--- config.mk ---
export PLATFORM = sky130hd
export DESIGN_NAME = cic3_row_readout_seq_flat
export DESIGN_NICKNAME = d
export VERILOG_FILES = /design/src/rtl/cic3_seq_pkg.sv /design/src/rtl/cic3_row_readout_seq_if.sv /design/src/rtl/cic3_next_chan.sv /design/src/rtl/cic3_row_readout_seq.sv /design/src/flat_wrapper.sv
export SDC_FILE = /design/constraint.sdc
export NUM_CORES = 1
export LEC_CHECK = 0
export ABC_CLOCK_PERIOD_IN_PS = 2700
export CAP_MARGIN = 25
export CORE_MARGIN = 8
export CORE_UTILIZATION = 46
export CTS_CLUSTER_DIAMETER = 30
export CTS_CLUSTER_SIZE = 20
export DETAILED_ROUTE_END_ITERATION = 10
export PLACE_DENSITY = 0.77
export SKIP_CTS_REPAIR_TIMING = 1
export SYNTH_ARGS = -nofsm -noshare
export SYNTH_HDL_FRONTEND = slang
export SYNTH_HIERARCHICAL = 1
export SYNTH_SLANG_ARGS = --single-unit
--- constraint.sdc ---
create_clock -name clk -period 2.7 [get_ports clk]
set_clock_uncertainty 0.2 [all_clocks]
set_input_delay 0.54 -clock clk [delete_from_list [all_inputs] [get_ports clk]]
set_output_delay 0.54 -clock clk [all_outputs]
set_load 0.005 [all_outputs]
--- src/rtl/cic3_seq_pkg.sv ---
// Shared types and sizes for the CIC3 row readout sequencer.
package cic3_seq_pkg;

  localparam int NUM_CH   = 12;
  localparam int DATA_W   = 25;
  localparam int CH_IDX_W = 4;

  typedef enum logic {
    IDLE = 1'b0,
    SEND = 1'b1
  } seq_state_e;

endpackage

--- src/rtl/cic3_row_readout_seq_if.sv ---
// Valid/ready readout stream carrying one captured channel per beat.
interface cic3_row_readout_seq_if
  import cic3_seq_pkg::*;
#(
  parameter int DW = DATA_W,
  parameter int IW = CH_IDX_W
);

  logic [DW-1:0] dout;
  logic [IW-1:0] dout_chan;
  logic          dout_valid;
  logic          dout_ready;
  logic          dout_first;
  logic          dout_last;

  modport master (
    output dout, dout_chan, dout_valid, dout_first, dout_last,
    input  dout_ready
  );

  modport slave (
    input  dout, dout_chan, dout_valid, dout_first, dout_last,
    output dout_ready
  );

endinterface

--- src/rtl/cic3_next_chan.sv ---
// Finds the next higher set bit of a channel mask, or the lowest one when start is set.
module cic3_next_chan
  import cic3_seq_pkg::*;
#(
  parameter int N     = NUM_CH,
  parameter int IDX_W = CH_IDX_W
) (
  input  logic [N-1:0]     mask,
  input  logic [IDX_W-1:0] idx,
  input  logic             start,
  output logic [IDX_W-1:0] next_idx,
  output logic             none_left
);

  // Scanning downward lets the lowest qualifying bit win.
  always_comb begin
    next_idx  = '0;
    none_left = 1'b1;
    for (int k = N - 1; k >= 0; k--) begin
      if (mask[k] && (start || (k > int'(idx)))) begin
        next_idx  = IDX_W'(k);
        none_left = 1'b0;
      end
    end
  end

endmodule

--- src/rtl/cic3_row_readout_seq.sv ---
// Snapshots a 12-filter CIC3 row on each sample tick and streams the enabled channels out.
module cic3_row_readout_seq
  import cic3_seq_pkg::*;
#(
  parameter int NUM_CH    = cic3_seq_pkg::NUM_CH,
  parameter int DATA_W    = cic3_seq_pkg::DATA_W,
  parameter int OVR_CNT_W = 8
) (
  input  logic                     clk,
  input  logic                     reset_n,
  input  logic [NUM_CH*DATA_W-1:0] filt_out,
  input  logic                     sample_tick,
  input  logic [NUM_CH-1:0]        chan_en,
  input  logic                     clr_overrun,
  output logic                     overrun,
  output logic [OVR_CNT_W-1:0]     overrun_cnt,
  output logic                     busy,
  cic3_row_readout_seq_if.master   stream
);

  seq_state_e                 state_q, state_d;
  logic [DATA_W-1:0]          shadow_q [NUM_CH];
  logic [DATA_W-1:0]          shadow_d [NUM_CH];
  logic [NUM_CH-1:0]          mask_q, mask_d;
  logic [CH_IDX_W-1:0]        ptr_q, ptr_d;
  logic                       first_q, first_d;
  logic                       overrun_q, overrun_d;
  logic [OVR_CNT_W-1:0]       ovr_cnt_q, ovr_cnt_d;

  logic [CH_IDX_W-1:0]        first_idx, next_idx;
  logic                       first_none, last_chan;
  logic                       beat, capture, drop;

  cic3_next_chan #(.N(NUM_CH), .IDX_W(CH_IDX_W)) u_first_chan (
    .mask      (chan_en),
    .idx       ('0),
    .start     (1'b1),
    .next_idx  (first_idx),
    .none_left (first_none)
  );

  cic3_next_chan #(.N(NUM_CH), .IDX_W(CH_IDX_W)) u_next_chan (
    .mask      (mask_q),
    .idx       (ptr_q),
    .start     (1'b0),
    .next_idx  (next_idx),
    .none_left (last_chan)
  );

  always_ff @(posedge clk or negedge reset_n) begin
    if (!reset_n) begin
      state_q   <= IDLE;
      for (int k = 0; k < NUM_CH; k++) shadow_q[k] <= '0;
      mask_q    <= '0;
      ptr_q     <= '0;
      first_q   <= 1'b0;
      overrun_q <= 1'b0;
      ovr_cnt_q <= '0;
    end else begin
      state_q   <= state_d;
      shadow_q  <= shadow_d;
      mask_q    <= mask_d;
      ptr_q     <= ptr_d;
      first_q   <= first_d;
      overrun_q <= overrun_d;
      ovr_cnt_q <= ovr_cnt_d;
    end
  end

  // A tick landing on the last beat reloads the bank instead of counting as a drop.
  always_comb begin
    state_d   = state_q;
    shadow_d  = shadow_q;
    mask_d    = mask_q;
    ptr_d     = ptr_q;
    first_d   = first_q;
    overrun_d = overrun_q;
    ovr_cnt_d = ovr_cnt_q;
    capture   = 1'b0;
    beat      = (state_q == SEND) && stream.dout_ready;

    unique case (state_q)
      IDLE: begin
        if (sample_tick && !first_none) begin
          capture = 1'b1;
          state_d = SEND;
        end
      end
      SEND: begin
        if (beat) begin
          if (!last_chan) begin
            ptr_d   = next_idx;
            first_d = 1'b0;
          end else if (sample_tick && !first_none) begin
            capture = 1'b1;
          end else begin
            state_d = IDLE;
          end
        end
      end
      default: state_d = IDLE;
    endcase

    if (capture) begin
      for (int k = 0; k < NUM_CH; k++) shadow_d[k] = filt_out[k*DATA_W +: DATA_W];
      mask_d  = chan_en;
      ptr_d   = first_idx;
      first_d = 1'b1;
    end

    drop = (state_q == SEND) && sample_tick && !(beat && last_chan);

    if (clr_overrun) begin
      overrun_d = drop;
      ovr_cnt_d = drop ? OVR_CNT_W'(1) : '0;
    end else if (drop) begin
      overrun_d = 1'b1;
      if (ovr_cnt_q != '1) ovr_cnt_d = ovr_cnt_q + 1'b1;
    end
  end

  always_comb begin
    stream.dout       = '0;
    stream.dout_chan  = '0;
    stream.dout_valid = (state_q == SEND);
    stream.dout_first = (state_q == SEND) && first_q;
    stream.dout_last  = (state_q == SEND) && last_chan;
    if (state_q == SEND) begin
      stream.dout_chan = ptr_q;
      for (int k = 0; k < NUM_CH; k++) begin
        if (ptr_q == CH_IDX_W'(k)) stream.dout = shadow_q[k];
      end
    end
    busy        = (state_q == SEND);
    overrun     = overrun_q;
    overrun_cnt = ovr_cnt_q;
  end

endmodule

--- src/flat_wrapper.sv ---
// flat-port wrapper written by rule: the top's interface ports become plain ports
module cic3_row_readout_seq_flat import cic3_seq_pkg::*;
#(
  parameter int NUM_CH    = cic3_seq_pkg::NUM_CH,
  parameter int DATA_W    = cic3_seq_pkg::DATA_W,
  parameter int OVR_CNT_W = 8
)
  (clk, reset_n, filt_out, sample_tick, chan_en, clr_overrun, overrun, overrun_cnt, busy, stream_dout, stream_dout_chan, stream_dout_valid, stream_dout_first, stream_dout_last, stream_dout_ready);
  cic3_row_readout_seq_if #(.DW((25)), .IW(4)) stream_i ();
  input  logic clk;
  input  logic reset_n;
  input  logic [NUM_CH*DATA_W-1:0] filt_out;
  input  logic sample_tick;
  input  logic [NUM_CH-1:0] chan_en;
  input  logic clr_overrun;
  output logic overrun;
  output logic [OVR_CNT_W-1:0] overrun_cnt;
  output logic busy;
  output wire logic [$bits(stream_i.dout)-1:0] stream_dout;
  output wire logic [$bits(stream_i.dout_chan)-1:0] stream_dout_chan;
  output wire logic [$bits(stream_i.dout_valid)-1:0] stream_dout_valid;
  output wire logic [$bits(stream_i.dout_first)-1:0] stream_dout_first;
  output wire logic [$bits(stream_i.dout_last)-1:0] stream_dout_last;
  input wire logic [$bits(stream_i.dout_ready)-1:0] stream_dout_ready;
  assign stream_dout = stream_i.dout;
  assign stream_dout_chan = stream_i.dout_chan;
  assign stream_dout_valid = stream_i.dout_valid;
  assign stream_dout_first = stream_i.dout_first;
  assign stream_dout_last = stream_i.dout_last;
  assign stream_i.dout_ready = stream_dout_ready;
  cic3_row_readout_seq #(.NUM_CH(NUM_CH), .DATA_W(DATA_W), .OVR_CNT_W(OVR_CNT_W)) u_core (.clk(clk), .reset_n(reset_n), .filt_out(filt_out), .sample_tick(sample_tick), .chan_en(chan_en), .clr_overrun(clr_overrun), .overrun(overrun), .overrun_cnt(overrun_cnt), .busy(busy), .stream(stream_i));
endmodule
---- After elaboration in Yosys (flattened, before gate mapping) ----
Index checks and enable logic that the tools add are counted.
cells by class
  reduce and logical (&&, ||, !) cells .... 27
  add/subtract/negate cells ............... 1
  $lt $le $gt $ge ......................... 11
  mux-type cells .......................... 81
  bitwise gates (word level) .............. 1
  equal/unequal tests ..................... 13
operator list
  cell                 number
  $mux 25              13
  $mux 4               28
  $mux 1               35
  $mux 8               3
  $logic_and 1x1->1    18
  $eq 4x3->1 const B   4
  $eq 4x4->1 const B   4
  $gt 3x4->1 const A   4
  $gt 4x4->1 const A   4
  $add 8x1->8 const B  1
  $eq 4x2->1 const B   2
  $gt 2x4->1 const A   2
  $ne 8x8->1 const B   1
  $reduce_bool 2->1    4
  $eq 4x1->1 const B   1
  $gt 1x4->1 const A   1
  $logic_not 4->1      1
  $pmux 1 s2           2
  $reduce_and 3->1     1
  $logic_not 1->1      2
  $ne 2x2->1 const B   1
  $reduce_and 2->1     1
  $not 1->1            1
storage, ports and cells
  flip-flop bits (word level) ............. 327
  logic and storage cells ................. 152
  output and inout bits ................... 42
  input port bits ......................... 317

---- Logic depth before layout (Yosys ltp) ----
  depth in word-level cells ............... 20
  gate-level depth with buffers ........... 13
  mapped depth without buffers ............ 10

---- Modules after synthesis ----
The synthesis kept the hierarchy.
modules (own cells, without submodules)
  module                area an instance (um^2)  seq. area each (um^2)  cells each  times used
  cic3_row_readout_seq  15,229.6                 8,182.8                1,179       1
  cic3_next_chan        411.6                    0.0                    66          2

---- Worst setup path after synthesis ----
No wires, ideal clock.
  path type ............................... register -> register
  start point ............................. register u_core.ptr_q[1]
  end point ............................... register u_core/shadow_q[234] in the netlist's numbering
  cell stages (with the launch flop) ...... 11
  required time ........................... 2.375 ns
  period minus slack after synthesis ...... 2.815 ns
  buffers on the path ..................... 3
  arrival time ............................ 2.491 ns
  path slack .............................. -0.115 ns
  library setup time ...................... 0.125 ns
  cells stage by stage .................... dfrtp_1 -> buf_4 -> a211oi_1 -> o21ai_0 -> nand4_1 -> nor3_1 -> a21boi_1 -> nor2_1 -> clkbuf_1 -> buf_2 -> mux2_2
on the way
  word-level cells in the longest chain between the ends .. 16
  elaborated cells on any way between the ends .. 36
  classes of those cells .................. order compare (11); mux (14); reduce/logical (11)
RTL lines
  element                 line                        text
  start, declared         cic3_row_readout_seq.sv:25  logic [CH_IDX_W-1:0] ptr_q, ptr_d;
  start signal, assigned  cic3_row_readout_seq.sv:63  ptr_q <= ptr_d;
  $gt 4x4->1              cic3_next_chan.sv:20        if (mask[k] && (start || (k > int'(idx)))) begin
  $logic_and 1x1->1       cic3_next_chan.sv:20
  $mux 1 (10 in series)   cic3_next_chan.sv:20
  $mux 1 (*)              cic3_next_chan.sv:20
  net u_core.last_chan    cic3_row_readout_seq.sv:31  logic first_none, last_chan;
  $mux 1 (*)              cic3_row_readout_seq.sv:91  if (!last_chan) begin
  $mux 1 (*)              cic3_row_readout_seq.sv:90  if (beat) begin
  $pmux 1 s2 (*)          cic3_row_readout_seq.sv:82  unique case (state_q)
  end signal, assigned    cic3_row_readout_seq.sv:61  shadow_q <= shadow_d;
  end, declared           cic3_row_readout_seq.sv:22  logic [DATA_W-1:0] shadow_q [NUM_CH];
Mark *: on every way through the listed nets, which the timed path passes. The rest lies on a longest branch.
A chain may end at the register's enable or synchronous reset.

---- Final worst setup path ----
  start point ............................. register u_core.ptr_q[0]
  end point ............................... output stream_dout[16]
on the way
  word-level cells in the longest chain between the ends .. 14
  elaborated cells on any way between the ends .. 25
  classes of those cells .................. eq/ne (11); mux (13); reduce/logical (1)
RTL lines
  element                 line                         text
  $logic_not 4->1         cic3_row_readout_seq.sv:131  if (ptr_q == CH_IDX_W'(k)) stream.dout = shadow_q[k];
  $mux 25 (11 in series)  cic3_row_readout_seq.sv:131
  $mux 25 (*)             cic3_row_readout_seq.sv:131
  $mux 25 (*)             cic3_row_readout_seq.sv:128  if (state_q == SEND) begin
  end, declared           flat_wrapper.sv:19           output wire logic [$bits(stream_i.dout)-1:0] stream_dout;
Every way passes the cells marked *; elsewhere a longest branch is shown, timed or not.

==> impl_results.md <==
* Synth top cells by count: dfrtp_1, mux2_2, o21ai_0
* Slew Limit Fails at 0
* Crit-path leading delay family: compound AO/OA/AOI/OAI gates
* Final worst slack at -799 ps
* GP Congestion at 0.895
* Cell taking the most area after synthesis: dfrtp_1
* DR DRC count at 0
* Fillers at 2,157
* First-pass GRT wire length at 85.2 mm
* Die W at 203 um
* Total GRT Usage at 26.7%
* I/O Buffers at 358
* Post-synthesis cell area at 16,100 um2
* RSZ-0062 raised after global routing: true
* Initial DRC count at 1,255
* Largest net degree at the start of global routing at 64
* Final HPWL DP at 42.0 mm
* Ranking of synthesized cells by area: dfrtp_1, mux2_2, mux2i_1, o21ai_0, a211oi_1
* Pre-antenna DRT Iters at 8
* PwrDens at 1240 nW/um2
* Asr flop ratio synth at 100%
* Worst-Margin Slew at 613 ps
* Reg clk slew, reported paths at 40 ps
* Synthesis-to-finish area growth at 57.5%
* Final WL at 60.6 mm
* Vias per Instance at 5.83
* FMAX at 0.286 GHz
* Yosys top cell area share at 51.0%
* Status: finished, violations left
* Buf/Inv on CP at 4
* Prevailing post-synth register cell: dfrtp_1
* CTS buffer count at 72
* Number of synthesized flops with an enable pin at 0
* Crit path DAT at 2760 ps
* Io pins at 359
* Cells after Synth at 1,311
* Layout cells sized above 1 at 41.4%
* Clock Tree Buf Depth at 3
* Minimum clock period at 3500 ps
* CP max-delay cell: dfrtp_4
* Fin Setup TNS at -170,970 ps
* CP endpoint kind: output port
* Initial Utilization at 46.6%
* Kind of critical path: flop to output port
* Failing checks: negative setup slack
* Hold crit path type: flop to flop
* Vias in the first global route at 14,432
* Root Buffer: clkbuf_16
* Warnings from Yosys at 6
* Part of the Yosys area used for sequential elements at 51.0%
* Cell Rows at 68
* Chip height at 203 um
* Core ar. at 34,500 um2
* Final setup viols at 353
* Clock Latency Late Sink at 570 ps
* Req. time, crit path at 1960 ps
* Remaining Overflow, GRT at 0
* Initial antenna violation count at 13
* CP max FO at 6
* Via count at 13,918
* WL per Instance at 25.4 um
* Maxcap violations at 0
* # nets final at 2,184
* Critical Path Start Type: flop
* Cell with the most instances after synthesis: dfrtp_1
* Final hold violation count at 0
* Yosys cell types at 55
* Detail Route Antenna Nets at 0
* P_leak at 10.7 nW
* Syn Area/Cell at 12.2 um2
* Clk sinks at 327
* FF+latch count, synth at 327
* H-tree depth at 3
* CTS tree: done
* Critical-path cell list: buf_6, buf_8, mux2i_1, o21ai_1, a221o_1, a221oi_2, buf_4, a211oi_2, clkbuf_2
* Maximum vdd drop at 0.681 mV
* Hold WS at 274 ps
* Rel. slew slack at 58.9%
* Final period utilization at 130%
* Slowest stage delay, CP at 530 ps
* Die area at 41,100 um2
## per-layer routing
metal,routed length [um],vias to the layer above,global-route usage (%)
met4,1960,10,9.97
li1,-,6033,-
met2,29500,696,43.4
met1,24200,7037,33.0
met5,68,-,0
met3,4880,142,8.08
## flip-flops by register name (all words and copies together), names as in the netlist
signal,flops
u_core/first_q,1
u_core/ptr_q,4
u_core/busy,1
u_core/overrun_cnt,8
u_core/overrun,1
u_core/mask_q,12
u_core/shadow_q,300
## worst paths after layout
check	slack, ps	depth (start not counted)	start	end
max	-800	9	u_core/ptr_q[0]	stream_dout[16]
min	270	1	u_core/first_q	u_core/first_q
max reg2reg	-550	14	u_core/ptr_q[0]	u_core/shadow_q[105]
min reg2reg	270	1	u_core/first_q	u_core/first_q
max in group asynchronous	1250	3	reset_n	u_core/ptr_q[0]
min in group asynchronous	300	2	reset_n	u_core/shadow_q[267]
## worst reg2reg max path: cells and delay by family, from the launching register on
family,cells,cell delay [ps]
compound gates,2,430
mux,1,380
buf+inv,7,1050
simple gates,4,590
flops,1,480
## per-stage QoR
step | setup slack [ps] | total power [mW] | cell area, um2 | util, % | instances
finish | -799 | 31.2 | 25300 | 73.4 | 2388
global route | -860 | 32.4 | 25300 | 73.3 | 2385
CTS | -1240 | 29.0 | 23900 | 69.2 | 2331
detailed placement | -625 | 19.8 | 21300 | 61.9 | 2201
global placement | -632 | 19.5 | 21300 | 61.9 | 2201
floorplan | 34.7 | 14.2 | 16100 | - | 1328
## cells in the final DEF (no fill, tap or decap), types with 11 or more instances in the layout
cell type,n
a221oi_2,14
conb_1,19
diode_2,11
nand3b_1,18
o21ai_0,56
a221o_1,13
dfrtp_1,324
buf_6,24
a211oi_2,21
a211oi_1,21
clkbuf_1,12
o22ai_1,31
clkdlybuf4s50_1,331
nor2_1,35
o21ai_1,29
and2_1,25
buf_12,35
nor3_1,13
buf_2,12
a21oi_1,24
clkinv_2,12
buf_4,132
mux2i_1,44
clkbuf_16,86
clkbuf_8,11
nand2_1,39
mux2_2,311
a22oi_1,14
o21ai_2,11
## power by group
part | internal (mW) | switching [mW] | total, mW
clock network | 6.26 | 2.84 | 9.10
registers | 7.33 | 1.91 | 9.24
logic | 7.03 | 5.86 | 12.9
total | 20.6 | 10.6 | 31.2
## final cells by class
type	instances	area [um2]	area share, %
clock inverter	33	487	1.93
timing repair buffer	566	5850	23.2
tap	455	569	2.25
clock buffer	97	2050	8.10
sequential	327	8190	32.4
antenna	11	27.5	0.109
multi-input combinational	888	8060	31.9
inverter	11	43.8	0.173
## logic make-up (layout without fill, tap and decap cells)
group	after synthesis	after routing	share of synthesized area, %
muxes	368	368	25.8
DFF	327	327	51.0
AOI/OAI and AO/OA	302	302	12.4
and+or+nand+nor	193	193	6.80
buffers and inverters	113	707	3.62
xor gates and xnor gates	5	5	0.273
other	2	30	0.0468
adders and majority gates	1	1	0.0779
Note: power is estimated with default switching activity, not from simulation.
==> variant, RTL diff (config.mk and constraints unchanged) <==
Register the output `overrun_cnt`; this adds one clock of latency there. The other outputs are not delayed to match.
--- a/src/rtl/cic3_row_readout_seq.sv
+++ b/src/rtl/cic3_row_readout_seq.sv
@@ -17,6 +17,8 @@
   output logic                     busy,
   cic3_row_readout_seq_if.master   stream
 );
+
+  logic [OVR_CNT_W-1:0] overrun_cnt_d;
 
   seq_state_e                 state_q, state_d;
   logic [DATA_W-1:0]          shadow_q [NUM_CH];
@@ -133,7 +135,11 @@
     end
     busy        = (state_q == SEND);
     overrun     = overrun_q;
-    overrun_cnt = ovr_cnt_q;
+    overrun_cnt_d = ovr_cnt_q;
+  end
+
+  always_ff @(posedge clk) begin
+    overrun_cnt <= overrun_cnt_d;
   end
 
 endmodule
Function: changed (Yosys sat finds a counterexample within 4 cycles, from zero or initial values and one cycle with reset_n low).
==> variant against the unedited design <==
The flow still finishes with violations (setup timing). Non-clock buffer count shrank 1. Cell area rose by 2.4%. Sequential cell count grew 8. Routed wire length is 2.7% higher. Count of clock-buffer cells in the layout rose by 4. Highest routed layer unchanged. Power is 3.7% higher. Final cell count is 1.3% higher. Largest cell class unchanged. Critical endpoint is now stream_dout[8]. Via count grew 1.8%. Utilization increased by 1.4 points. Setup slack got worse by 0.050 ns. Area after synthesis rose by 1.0%.
==> variant: results (changes against the unedited design) <==
Detailed Routing Iterations Pass 1 6 (was 8); Commonest cells post-synth dfrtp_1 (327), mux2_2 (311), o21ai_0 (82), buf_2 (53), mux2i_1 (51) (unchanged); Yosys warning total 6 (unchanged); H-tree levels 3 (unchanged); GRT met3 Usage 8.87% (was 8.08%); failing checks setup timing (unchanged); final worst slack -0.849 ns (was -0.799 ns); CP top delay family compound AO/OA/AOI/OAI gates (unchanged); Peak VDD IR 771 uV (was 681 uV); nets@finish 2201 (was 2184); Slew Limit Headroom 59.6% (was 58.9%); Pleak 11.0 nW (was 10.7 nW); placed inst area 21500 um^2 (was 21300 um^2); met1 Use GR 33.2% (was 33.0%); # setup viols final 351 (was 353); met2 Use GR 42.4% (was 43.4%); mean routed wirelength per cell 25.7 um (was 25.4 um); crit path max fanout 5 (was 6); largest cells by area after synthesis dfrtp_1 (50%), mux2_2 (22%), mux2i_1 (3.1%) (was dfrtp_1 (51%), mux2_2 (22%), mux2i_1 (3.2%)); detailed router's first-iteration violation count 1191 (was 1255); Fillers 2146 (was 2157); CP peak stage delay 0.49 ns (was 0.53 ns); clk_lat worst skew 0.59 ns (was 0.57 ns); Post-DP HPWL 42700 um (was 42000 um); deepest clock path buffer count 3 (unchanged); internal power 21.6 mW (was 20.6 mW); TritonCTS buffer count 82 (was 72); Placer Congestion 0.908 (was 0.895); global-route wire length before repair 86900 um (was 85200 um); largest registers u_core/shadow_q x300, u_core/mask_q x12; sequential fraction of the synthesis area 51.4% (was 51.0%); antenna violations before repair 22 (was 13); dpl ws -0.609 ns (was -0.625 ns); Port Buffer Count 358 (unchanged); outcome finished with violations (unchanged); Total GRT Usage 27.1% (was 26.7%); Synth cell types 56 (was 55); layout cells sized above 1 41.7% (was 41.4%); vias in the first global route 14536 (was 14432); hold crit path type register to register (unchanged); pin count of the biggest net entering global routing 70 (was 64); Worst path slowest cell dfrtp_4 (unchanged); FFs w/ async S/R, synth 97.6% (was 100%); root buf cell clkbuf_16 (unchanged); Pwr Density 1250 nW/um^2 (was 1240 nW/um^2); total number of vias 14173 (was 13918); Worst-path clk slew around 0.05 ns
-- variant: changes by cell type after synthesis, sizes merged --
cell	before	now
dfxtp	0	8
-- variant: worst paths after layout --
| kind | startpoint | end | slack [ns] | cells past startpoint |
|---|---|---|---|---|
| setup / recovery | u_core/ptr_q[0]$_DFFE_PN0P_ | stream_dout[8] | -0.85 | 10 |
| hold / removal | u_core/overrun_cnt_d[1]$_DFFE_PN0P_ | u_core/overrun_cnt[1]$_DFF_P_ | 0.24 | 0 |
| setup reg to reg | u_core/ptr_q[0]$_DFFE_PN0P_ | u_core/shadow_q[22]$_DFFE_PN0P_ | -0.38 | 13 |
| hold reg to reg | u_core/overrun_cnt_d[1]$_DFFE_PN0P_ | u_core/overrun_cnt[1]$_DFF_P_ | 0.24 | 0 |
| max in group asynchronous | reset_n | u_core/shadow_q[283]$_DFFE_PN0P_ | 1.13 | 3 |
| min in group asynchronous | reset_n | u_core/shadow_q[148]$_DFFE_PN0P_ | 0.35 | 2 |
-- variant: logic make-up after synthesis --
family	share of synthesized area [%]
fa+ha+maj	0.0771
compound gates	12.3
mux	25.5
xor+xnor	0.270
flops	51.4
simple gates	6.73
buf+inv	3.60
other cells	0.0463
-- variant: layout make-up --
| class | count | share of cell area, % |
|---|---|---|
| antenna | 13 | 0.126 |
| multi-input combinational | 888 | 30.8 |
| tap | 455 | 2.20 |
| clock inverter | 50 | 2.73 |
| timing repair buffer | 565 | 22.9 |
| inverter | 11 | 0.189 |
| clock buffer | 101 | 8.72 |
| sequential | 335 | 32.3 |
-- variant: stage by stage --
step / power [mW] / TNS, ns / std cells
2_1_floorplan: 14.4 / 0 / 1336
3_3_place_gp: 19.4 / -114.74 / 2207
3_5_place_dp: 19.8 / -128.28 / 2207
4_1_cts: 30.5 / -160.33 / 2358
5_1_grt: 33.6 / -146.72 / 2416
6_report: 32.4 / -115.26 / 2418
-- variant: layer usage --
metal,wire length [um],part of all wire (%),up-vias
li1,-,-,6097
met1,23900,38,7081
met2,29600,48,790
met3,5850,9.4,183
met4,2820,4.5,22
met5,147,0.24,-
-- variant: power groups by stage --
stage               Combinational [mW]  Sequential, mW  Clock [mW]
finish                            12.7            9.24        10.5
global route                      13.3            9.46        10.9
CTS                               10.9            8.99        10.6
detailed placement                10.8            9.02           0
global placement                  10.5            8.90           0
floorplan                         5.98            8.40           0
